`src/rtl/mem_arbiter_if.sv`:
```
// mem_arbiter_if: bundle of all request, response and memory-bus signals
// around the unified-memory arbiter.
//   slave  modport: the arbiter's view. It takes in fetch and data requests,
//                   halt and backend read data. It drives acks, rdata,
//                   halted and the backend bus.
//   master modport: the view of the requesters and backend (pipeline + memory).
// Ports (per signal): i_req/i_addr -> fetch request, i_ack/i_rdata <- fetch
// completion; d_req/d_wr/d_addr/d_wdata -> data request, d_ack/d_rdata <-
// data completion; halt -> dump request, halted <- dump done; mem_en/mem_wr/
// mem_addr/mem_wdata/mem_dump <- backend controls, mem_rdata -> backend data.
interface mem_arbiter_if #(
    parameter int DW = 16,
    parameter int AW = 16
);
    logic          i_req;
    logic [AW-1:0] i_addr;
    logic          i_ack;
    logic [DW-1:0] i_rdata;
    logic          d_req;
    logic          d_wr;
    logic [AW-1:0] d_addr;
    logic [DW-1:0] d_wdata;
    logic          d_ack;
    logic [DW-1:0] d_rdata;
    logic          halt;
    logic          halted;
    logic          mem_en;
    logic          mem_wr;
    logic [AW-1:0] mem_addr;
    logic [DW-1:0] mem_wdata;
    logic [DW-1:0] mem_rdata;
    logic          mem_dump;

    modport slave (
        input  i_req, i_addr, d_req, d_wr, d_addr, d_wdata, halt, mem_rdata,
        output i_ack, i_rdata, d_ack, d_rdata, halted,
               mem_en, mem_wr, mem_addr, mem_wdata, mem_dump
    );

    modport master (
        output i_req, i_addr, d_req, d_wr, d_addr, d_wdata, halt, mem_rdata,
        input  i_ack, i_rdata, d_ack, d_rdata, halted,
               mem_en, mem_wr, mem_addr, mem_wdata, mem_dump
    );
endinterface

```
`src/rtl/mem_arbiter.sv`:
```
// mem_arbiter: shares one single-ported unified memory between the fetch
// port and the data port. Each winning request is registered onto the memory
// bus for a single cycle. The arbiter then waits MEM_LAT cycles, captures the
// read data and returns a one-cycle ack. The data port has priority, but after
// STARVE_LIM consecutive data grants with fetch pending, fetch is forced
// through. On halt the backend dump is pulsed once and the arbiter stops for
// good until reset.
// Ports: clk (rising edge), rst (async, active-low), bus (mem_arbiter_if.slave).
// Every output is a flop.
module mem_arbiter #(
    parameter int DW         = 16,
    parameter int AW         = 16,
    parameter int MEM_LAT    = 1,
    parameter int STARVE_LIM = 4
) (
    input  logic          clk,
    input  logic          rst,
    mem_arbiter_if.slave  bus
);

    localparam logic [2:0] ST_IDLE   = 3'd0;
    localparam logic [2:0] ST_ISSUE  = 3'd1;
    localparam logic [2:0] ST_WAIT   = 3'd2;
    localparam logic [2:0] ST_DONE   = 3'd3;
    localparam logic [2:0] ST_DUMP   = 3'd4;
    localparam logic [2:0] ST_HALTED = 3'd5;

    localparam int LAT_W = $clog2(MEM_LAT + 1);
    localparam int STV_W = $clog2(STARVE_LIM + 1);
    localparam logic [LAT_W-1:0] LAT_LOAD = LAT_W'(MEM_LAT);
    localparam logic [LAT_W-1:0] LAT_ONE  = LAT_W'(1);
    localparam logic [STV_W-1:0] STV_MAX  = STV_W'(STARVE_LIM);
    localparam logic [STV_W-1:0] STV_ONE  = STV_W'(1);

    logic [2:0]       state_r;
    logic [LAT_W-1:0] lat_r;
    logic [STV_W-1:0] starve_r;
    logic             owner_d_r;   // 1 = data port owns the transaction
    logic             wr_r;
    logic             i_ack_r;
    logic             d_ack_r;
    logic [DW-1:0]    i_rdata_r;
    logic [DW-1:0]    d_rdata_r;
    logic             halted_r;
    logic             mem_en_r;
    logic             mem_wr_r;
    logic [AW-1:0]    mem_addr_r;
    logic [DW-1:0]    mem_wdata_r;
    logic             mem_dump_r;

    logic             grant_d_s;
    logic             grant_i_s;
    logic [STV_W-1:0] starve_nxt_s;

    // Arbitration and starve-counter update, only meaningful in IDLE without halt.
    always_comb begin
        grant_d_s    = 1'b0;
        grant_i_s    = 1'b0;
        starve_nxt_s = starve_r;
        if ((state_r == ST_IDLE) && !bus.halt) begin
            // Fetch only wins over a pending data request once it has been
            // passed over STARVE_LIM times in a row.
            if (bus.d_req && !(bus.i_req && (starve_r == STV_MAX))) begin
                grant_d_s = 1'b1;
            end else if (bus.i_req) begin
                grant_i_s = 1'b1;
            end else begin
                grant_d_s = 1'b0;
            end

            if (!bus.i_req || grant_i_s) begin
                starve_nxt_s = '0;
            end else if (grant_d_s && (starve_r != STV_MAX)) begin
                starve_nxt_s = starve_r + STV_ONE;
            end else begin
                starve_nxt_s = starve_r;
            end
        end else begin
            starve_nxt_s = starve_r;
        end
    end

    // Transaction FSM with all outputs registered.
    always_ff @(posedge clk or negedge rst) begin
        if (!rst) begin
            state_r     <= ST_IDLE;
            lat_r       <= '0;
            starve_r    <= '0;
            owner_d_r   <= 1'b0;
            wr_r        <= 1'b0;
            i_ack_r     <= 1'b0;
            d_ack_r     <= 1'b0;
            i_rdata_r   <= '0;
            d_rdata_r   <= '0;
            halted_r    <= 1'b0;
            mem_en_r    <= 1'b0;
            mem_wr_r    <= 1'b0;
            mem_addr_r  <= '0;
            mem_wdata_r <= '0;
            mem_dump_r  <= 1'b0;
        end else begin
            // Pulse-type outputs and the bus default low; states below raise them.
            i_ack_r     <= 1'b0;
            d_ack_r     <= 1'b0;
            mem_en_r    <= 1'b0;
            mem_wr_r    <= 1'b0;
            mem_addr_r  <= '0;
            mem_wdata_r <= '0;
            mem_dump_r  <= 1'b0;
            case (state_r)
                ST_IDLE: begin
                    starve_r <= starve_nxt_s;
                    if (bus.halt) begin
                        mem_dump_r <= 1'b1;
                        state_r    <= ST_DUMP;
                    end else if (grant_d_s) begin
                        owner_d_r   <= 1'b1;
                        wr_r        <= bus.d_wr;
                        mem_en_r    <= 1'b1;
                        mem_wr_r    <= bus.d_wr;
                        mem_addr_r  <= bus.d_addr;
                        mem_wdata_r <= bus.d_wdata;
                        state_r     <= ST_ISSUE;
                    end else if (grant_i_s) begin
                        owner_d_r   <= 1'b0;
                        wr_r        <= 1'b0;
                        mem_en_r    <= 1'b1;
                        mem_addr_r  <= bus.i_addr;
                        state_r     <= ST_ISSUE;
                    end else begin
                        state_r <= ST_IDLE;
                    end
                end
                ST_ISSUE: begin
                    lat_r   <= LAT_LOAD;
                    state_r <= ST_WAIT;
                end
                ST_WAIT: begin
                    // lat_r == 1 marks the cycle ISSUE + MEM_LAT, the only
                    // cycle in which mem_rdata is valid.
                    if (lat_r == LAT_ONE) begin
                        lat_r <= '0;
                        if (owner_d_r) begin
                            d_ack_r <= 1'b1;
                            if (!wr_r) begin
                                d_rdata_r <= bus.mem_rdata;
                            end else begin
                                d_rdata_r <= d_rdata_r;
                            end
                        end else begin
                            i_ack_r   <= 1'b1;
                            i_rdata_r <= bus.mem_rdata;
                        end
                        state_r <= ST_DONE;
                    end else begin
                        lat_r <= lat_r - LAT_ONE;
                    end
                end
                ST_DONE: begin
                    state_r <= ST_IDLE;
                end
                ST_DUMP: begin
                    halted_r <= 1'b1;
                    state_r  <= ST_HALTED;
                end
                ST_HALTED: begin
                    state_r <= ST_HALTED;
                end
                default: begin
                    state_r <= ST_IDLE;
                end
            endcase
        end
    end

    assign bus.i_ack     = i_ack_r;
    assign bus.i_rdata   = i_rdata_r;
    assign bus.d_ack     = d_ack_r;
    assign bus.d_rdata   = d_rdata_r;
    assign bus.halted    = halted_r;
    assign bus.mem_en    = mem_en_r;
    assign bus.mem_wr    = mem_wr_r;
    assign bus.mem_addr  = mem_addr_r;
    assign bus.mem_wdata = mem_wdata_r;
    assign bus.mem_dump  = mem_dump_r;

endmodule

```
`src/flat_wrapper.sv`:
```
// flat-port wrapper written by rule: the top's interface ports become plain ports
module mem_arbiter_flat 
#(
    parameter int DW         = 16,
    parameter int AW         = 16,
    parameter int MEM_LAT    = 1,
    parameter int STARVE_LIM = 4
)
  (clk, rst, bus_i_req, bus_i_addr, bus_d_req, bus_d_wr, bus_d_addr, bus_d_wdata, bus_halt, bus_mem_rdata, bus_i_ack, bus_i_rdata, bus_d_ack, bus_d_rdata, bus_halted, bus_mem_en, bus_mem_wr, bus_mem_addr, bus_mem_wdata, bus_mem_dump);
  mem_arbiter_if #(.DW(DW), .AW(AW)) bus_i ();
  input  logic clk;
  input  logic rst;
  input wire logic [$bits(bus_i.i_req)-1:0] bus_i_req;
  input wire logic [$bits(bus_i.i_addr)-1:0] bus_i_addr;
  input wire logic [$bits(bus_i.d_req)-1:0] bus_d_req;
  input wire logic [$bits(bus_i.d_wr)-1:0] bus_d_wr;
  input wire logic [$bits(bus_i.d_addr)-1:0] bus_d_addr;
  input wire logic [$bits(bus_i.d_wdata)-1:0] bus_d_wdata;
  input wire logic [$bits(bus_i.halt)-1:0] bus_halt;
  input wire logic [$bits(bus_i.mem_rdata)-1:0] bus_mem_rdata;
  output wire logic [$bits(bus_i.i_ack)-1:0] bus_i_ack;
  output wire logic [$bits(bus_i.i_rdata)-1:0] bus_i_rdata;
  output wire logic [$bits(bus_i.d_ack)-1:0] bus_d_ack;
  output wire logic [$bits(bus_i.d_rdata)-1:0] bus_d_rdata;
  output wire logic [$bits(bus_i.halted)-1:0] bus_halted;
  output wire logic [$bits(bus_i.mem_en)-1:0] bus_mem_en;
  output wire logic [$bits(bus_i.mem_wr)-1:0] bus_mem_wr;
  output wire logic [$bits(bus_i.mem_addr)-1:0] bus_mem_addr;
  output wire logic [$bits(bus_i.mem_wdata)-1:0] bus_mem_wdata;
  output wire logic [$bits(bus_i.mem_dump)-1:0] bus_mem_dump;
  assign bus_i.i_req = bus_i_req;
  assign bus_i.i_addr = bus_i_addr;
  assign bus_i.d_req = bus_d_req;
  assign bus_i.d_wr = bus_d_wr;
  assign bus_i.d_addr = bus_d_addr;
  assign bus_i.d_wdata = bus_d_wdata;
  assign bus_i.halt = bus_halt;
  assign bus_i.mem_rdata = bus_mem_rdata;
  assign bus_i_ack = bus_i.i_ack;
  assign bus_i_rdata = bus_i.i_rdata;
  assign bus_d_ack = bus_i.d_ack;
  assign bus_d_rdata = bus_i.d_rdata;
  assign bus_halted = bus_i.halted;
  assign bus_mem_en = bus_i.mem_en;
  assign bus_mem_wr = bus_i.mem_wr;
  assign bus_mem_addr = bus_i.mem_addr;
  assign bus_mem_wdata = bus_i.mem_wdata;
  assign bus_mem_dump = bus_i.mem_dump;
  mem_arbiter #(.DW(DW), .AW(AW), .MEM_LAT(MEM_LAT), .STARVE_LIM(STARVE_LIM)) u_core (.clk(clk), .rst(rst), .bus(bus_i));
endmodule
```
`config.mk`:
```
export PLATFORM = sky130hd
export DESIGN_NAME = mem_arbiter_flat
export DESIGN_NICKNAME = d
export VERILOG_FILES = /design/src/rtl/mem_arbiter_if.sv /design/src/rtl/mem_arbiter.sv /design/src/flat_wrapper.sv
export SDC_FILE = /design/constraint.sdc
export NUM_CORES = 1
export LEC_CHECK = 0
export BUFFER_PORTS_ARGS = -buffer_cell sky130_fd_sc_hd__buf_2
export CAP_MARGIN = 25
export CORE_ASPECT_RATIO = 0.6
export CORE_UTILIZATION = 36
export CTS_CLUSTER_DIAMETER = 80
export DETAILED_ROUTE_END_ITERATION = 8
export PLACE_DENSITY_LB_ADDON = 0.3
export SYNTH_ARGS = -nofsm -noshare
export SYNTH_HDL_FRONTEND = slang
export SYNTH_SLANG_ARGS = --single-unit
```
`constraint.sdc`:
```
create_clock -name clk -period 1.8 [get_ports clk]
set_input_delay 0.27 -clock clk [delete_from_list [all_inputs] [get_ports clk]]
set_output_delay 0.27 -clock clk [all_outputs]
set_load 0.02 [all_outputs]
```
==> results.yml <==
status:
  status: "finished, final reports clean"
place:
  port_buffers: 139
  place_hpwl_mm: 5.137
  postPlaceCellArea_um2: 3986
  place_congestion: 0.7403
worst_setup_path:
  crit_type: "flop to flop"
  cp_slowest_cell: "or4_2"
  reg2reg_slack_ps: 140
  critical-path-max-stage-delay_ps: 760
  worstReg2RegStart: "u_core.state_r[2]"
  critPathBufInv: 1
  path_cells: "or4_2, buf_4, a21oi_1"
  startpoint: "u_core.state_r[2]"
  cp-end-kind: "flop"
  arrival_ps: 1910
  cp_data_required_time_ps: 2040
  critical_path_peak_fanout: 16
  critPathTopFamily: "simple AND/OR/NAND/NOR gates"
  crit_path_start_kind: "flop"
timing:
  period_share_pct: 92.47
  max-slew-margin-rel_pct: 63.91
  fin_skew_ps: 4.957
  fin_setup_tns_ps: 0
  hold_viol_final: 0
  finalSetupViolCount: 0
  rsz0062_at_grt: "false"
  maxSlewViolCount: 0
  fmax_mhz: 600.8
  period_needed_ps: 1664
  worst_pin_slew_ps: 541.4
cts:
  numCtsBuffers: 9
  cts_tree: "done"
  post-cts-setup-buffers: 0
  cts_hold_buf: 1
  cts_resized: 0
  cts.reportedPaths.clkPinSlew_ps: 60
  clock-root-buffer: "clkbuf_16"
  clock_latency_ps: 330
  cts_htree_levels: 3
  cts_max_path_buffers: 2
  cts_num_sinks: 79
routing:
  ant_nets: 0
  routed_wl_mm: 7.164
  wire_per_inst_um: 14.56
  drtIter0Drc: 80
  drc: 0
  first_pass_iters: 4
  vias: 2350
  viasPerCell: 4.776
layout:
  final.fill_count: 745
  drive_gt1_share_pct: 53.13
  antenna_cells: 0
  area_delta_synth_final_pct: 39.73
  fin_util_pct: 53.57
  final_area_um2: 4357
  fin_nets: 451
synth:
  synth_top_area_cell: "dfrtp_1"
  synthFlopType: "dfrtp_1"
  yosys.cell_types.count: 34
  async_flop_share_pct: 100.0
  synth_nets: 305
  synth_edf_count: 0
  syn_inst: 233
  syn_area_um2: 3118
  ys_seq_area_share_pct: 63.40
  yosys.cell_count.top_type: "dfrtp_1"
  synth_common_cells: "dfrtp_1 (79), nand3_1 (33), mux2_2 (22)"
  ys_warn_count: 0
  ys_seq_elements: 79
  synthTopCellsByArea: "dfrtp_1 (63%), mux2_2 (7.9%), nand3_1 (5.3%)"
  synth_top_area_share_pct: 63.40
  synth.avg_cell_area_um2: 13.38
pwr:
  p_sw_share_pct: 19.25
  p_leak_nw: 2.403
  vdd.ir_drop.worst_mv: 0.5040
  seq_power_share_pct: 43.1
  p_per_area_nw_per_um2: 964.0
  internal_power_mw: 3.391
  p_switching_uw: 808.3
  power_frac_clock_pct: 51.3
  power.share.combinational_pct: 5.6
hold_path:
  min_from: "bus_d_wdata[11]"
  hold_class: "primary input to flop"
run:
  cap_violations: 0
floorplan:
  ios: 140
  initial_core_util_pct: 38.34
  core_area_um2: 8133
  die_area_um2: 9050
  dieWidth_um: 122.1
  die_h_um: 74.09
  rows: 25
grt:
  grt_use_total_pct: 16.79
  antenna_found_initial: 0
  grt_pass1_vias: 2316
  grt_max_degree: 80
  grt_pass1_wl_mm: 11.21
  overflow: 0
per-stage QoR:
step / std cells / worst slack (ps) / total power, mW / hold slack (ps)
after global routing: 492 / 89.95 / 4.376 / 128.7
after floorplan: 233 / 68.55 / 1.925 / -25.59
after detailed placement: 475 / 153.0 / 2.079 / 324.4
final: 492 / 135.5 / 4.200 / 146.8
after global placement: 475 / 205.9 / 2.075 / 327.7
after CTS: 492 / 132.4 / 4.268 / 132.9
cell families (layout without fill, tap and decap cells):
kind of cell | after synthesis | after routing | synth area share [%]
XOR/XNOR | 1 | 1 | 0.2810
AO/OA/AOI/OAI | 29 | 29 | 5.337
multiplexers | 32 | 32 | 12.76
buffers and inverters | 20 | 171 | 3.611
adder cells (fa/ha/maj) | 2 | 2 | 0.8024
AND/OR/NAND/NOR | 70 | 70 | 13.81
flip-flops | 79 | 79 | 63.40
sequential cells by signal, summed over array words and instances (netlist names), 3 cells and up:
register and flops:
u_core.state_r 3, u_core.bus.i_rdata 16, u_core.bus.mem_addr 16, u_core.bus.d_rdata 16, u_core.bus.mem_wdata 16, u_core.starve_r 3
worst reg2reg max path, cell delays in order, from the launching register on:
cell,delay [ps]
dfrtp_1,420
or4_2,760
buf_4,240
a21oi_1,160
final timing paths:
check                                           endpoint  cells after the start
max in group asynchronous        u_core.bus.mem_wdata[3]                      3
worst min register to register         u_core.bus.halted                      1
worst max register to register    u_core.bus.mem_addr[5]                      3
worst min-delay path            u_core.bus.mem_wdata[11]                      2
min in group asynchronous          u_core.bus.i_rdata[1]                      3
worst max-delay path              u_core.bus.mem_addr[5]                      3
layout make-up:
class,count,area [um2],share of cell area [%]
repair buffers,151,840.8,19.30
flip-flops and latches,79,1977,45.38
multi-input cells,134,1028,23.61
clock buffers,9,225.2,5.169
clock inverters,7,135.1,3.102
inverters,4,15.01,0.3446
well taps,108,135.1,3.102
per-layer routing:
metal  up-vias  wire, um  share of wire, %  global-route usage (%)
met5         -         0                 0                       0
met1      1144      3158                44                   20.74
li1       1098         -                 -                       -
met4         0        88               1.2                   6.911
met3         7       757                11                   8.206
met2       101      3160                44                   25.36
cells in the final DEF (no fill, tap or decap), types with 2 or more instances in the layout:
cell,n
buf_4,8
clkinv_2,3
mux2_2,22
o21ai_0,5
nor2_1,3
and2_1,17
clkbuf_16,9
inv_1,4
buf_12,4
nand3_1,33
a21oi_1,18
buf_2,138
dfrtp_1,79
ha_1,2
nand2b_1,2
nand4_1,3
mux2_4,10
bufinv_16,4
nand2_1,2
power by group through the flow:
stage / clock, mW / combinational (mW) / sequential, mW
floorplan: 0 / 0.0613 / 1.86
global placement: 0 / 0.234 / 1.84
detailed placement: 0 / 0.237 / 1.84
CTS: 2.22 / 0.240 / 1.81
global route: 2.30 / 0.263 / 1.81
finish: 2.15 / 0.235 / 1.81
(Power assumes the default switching activity.)
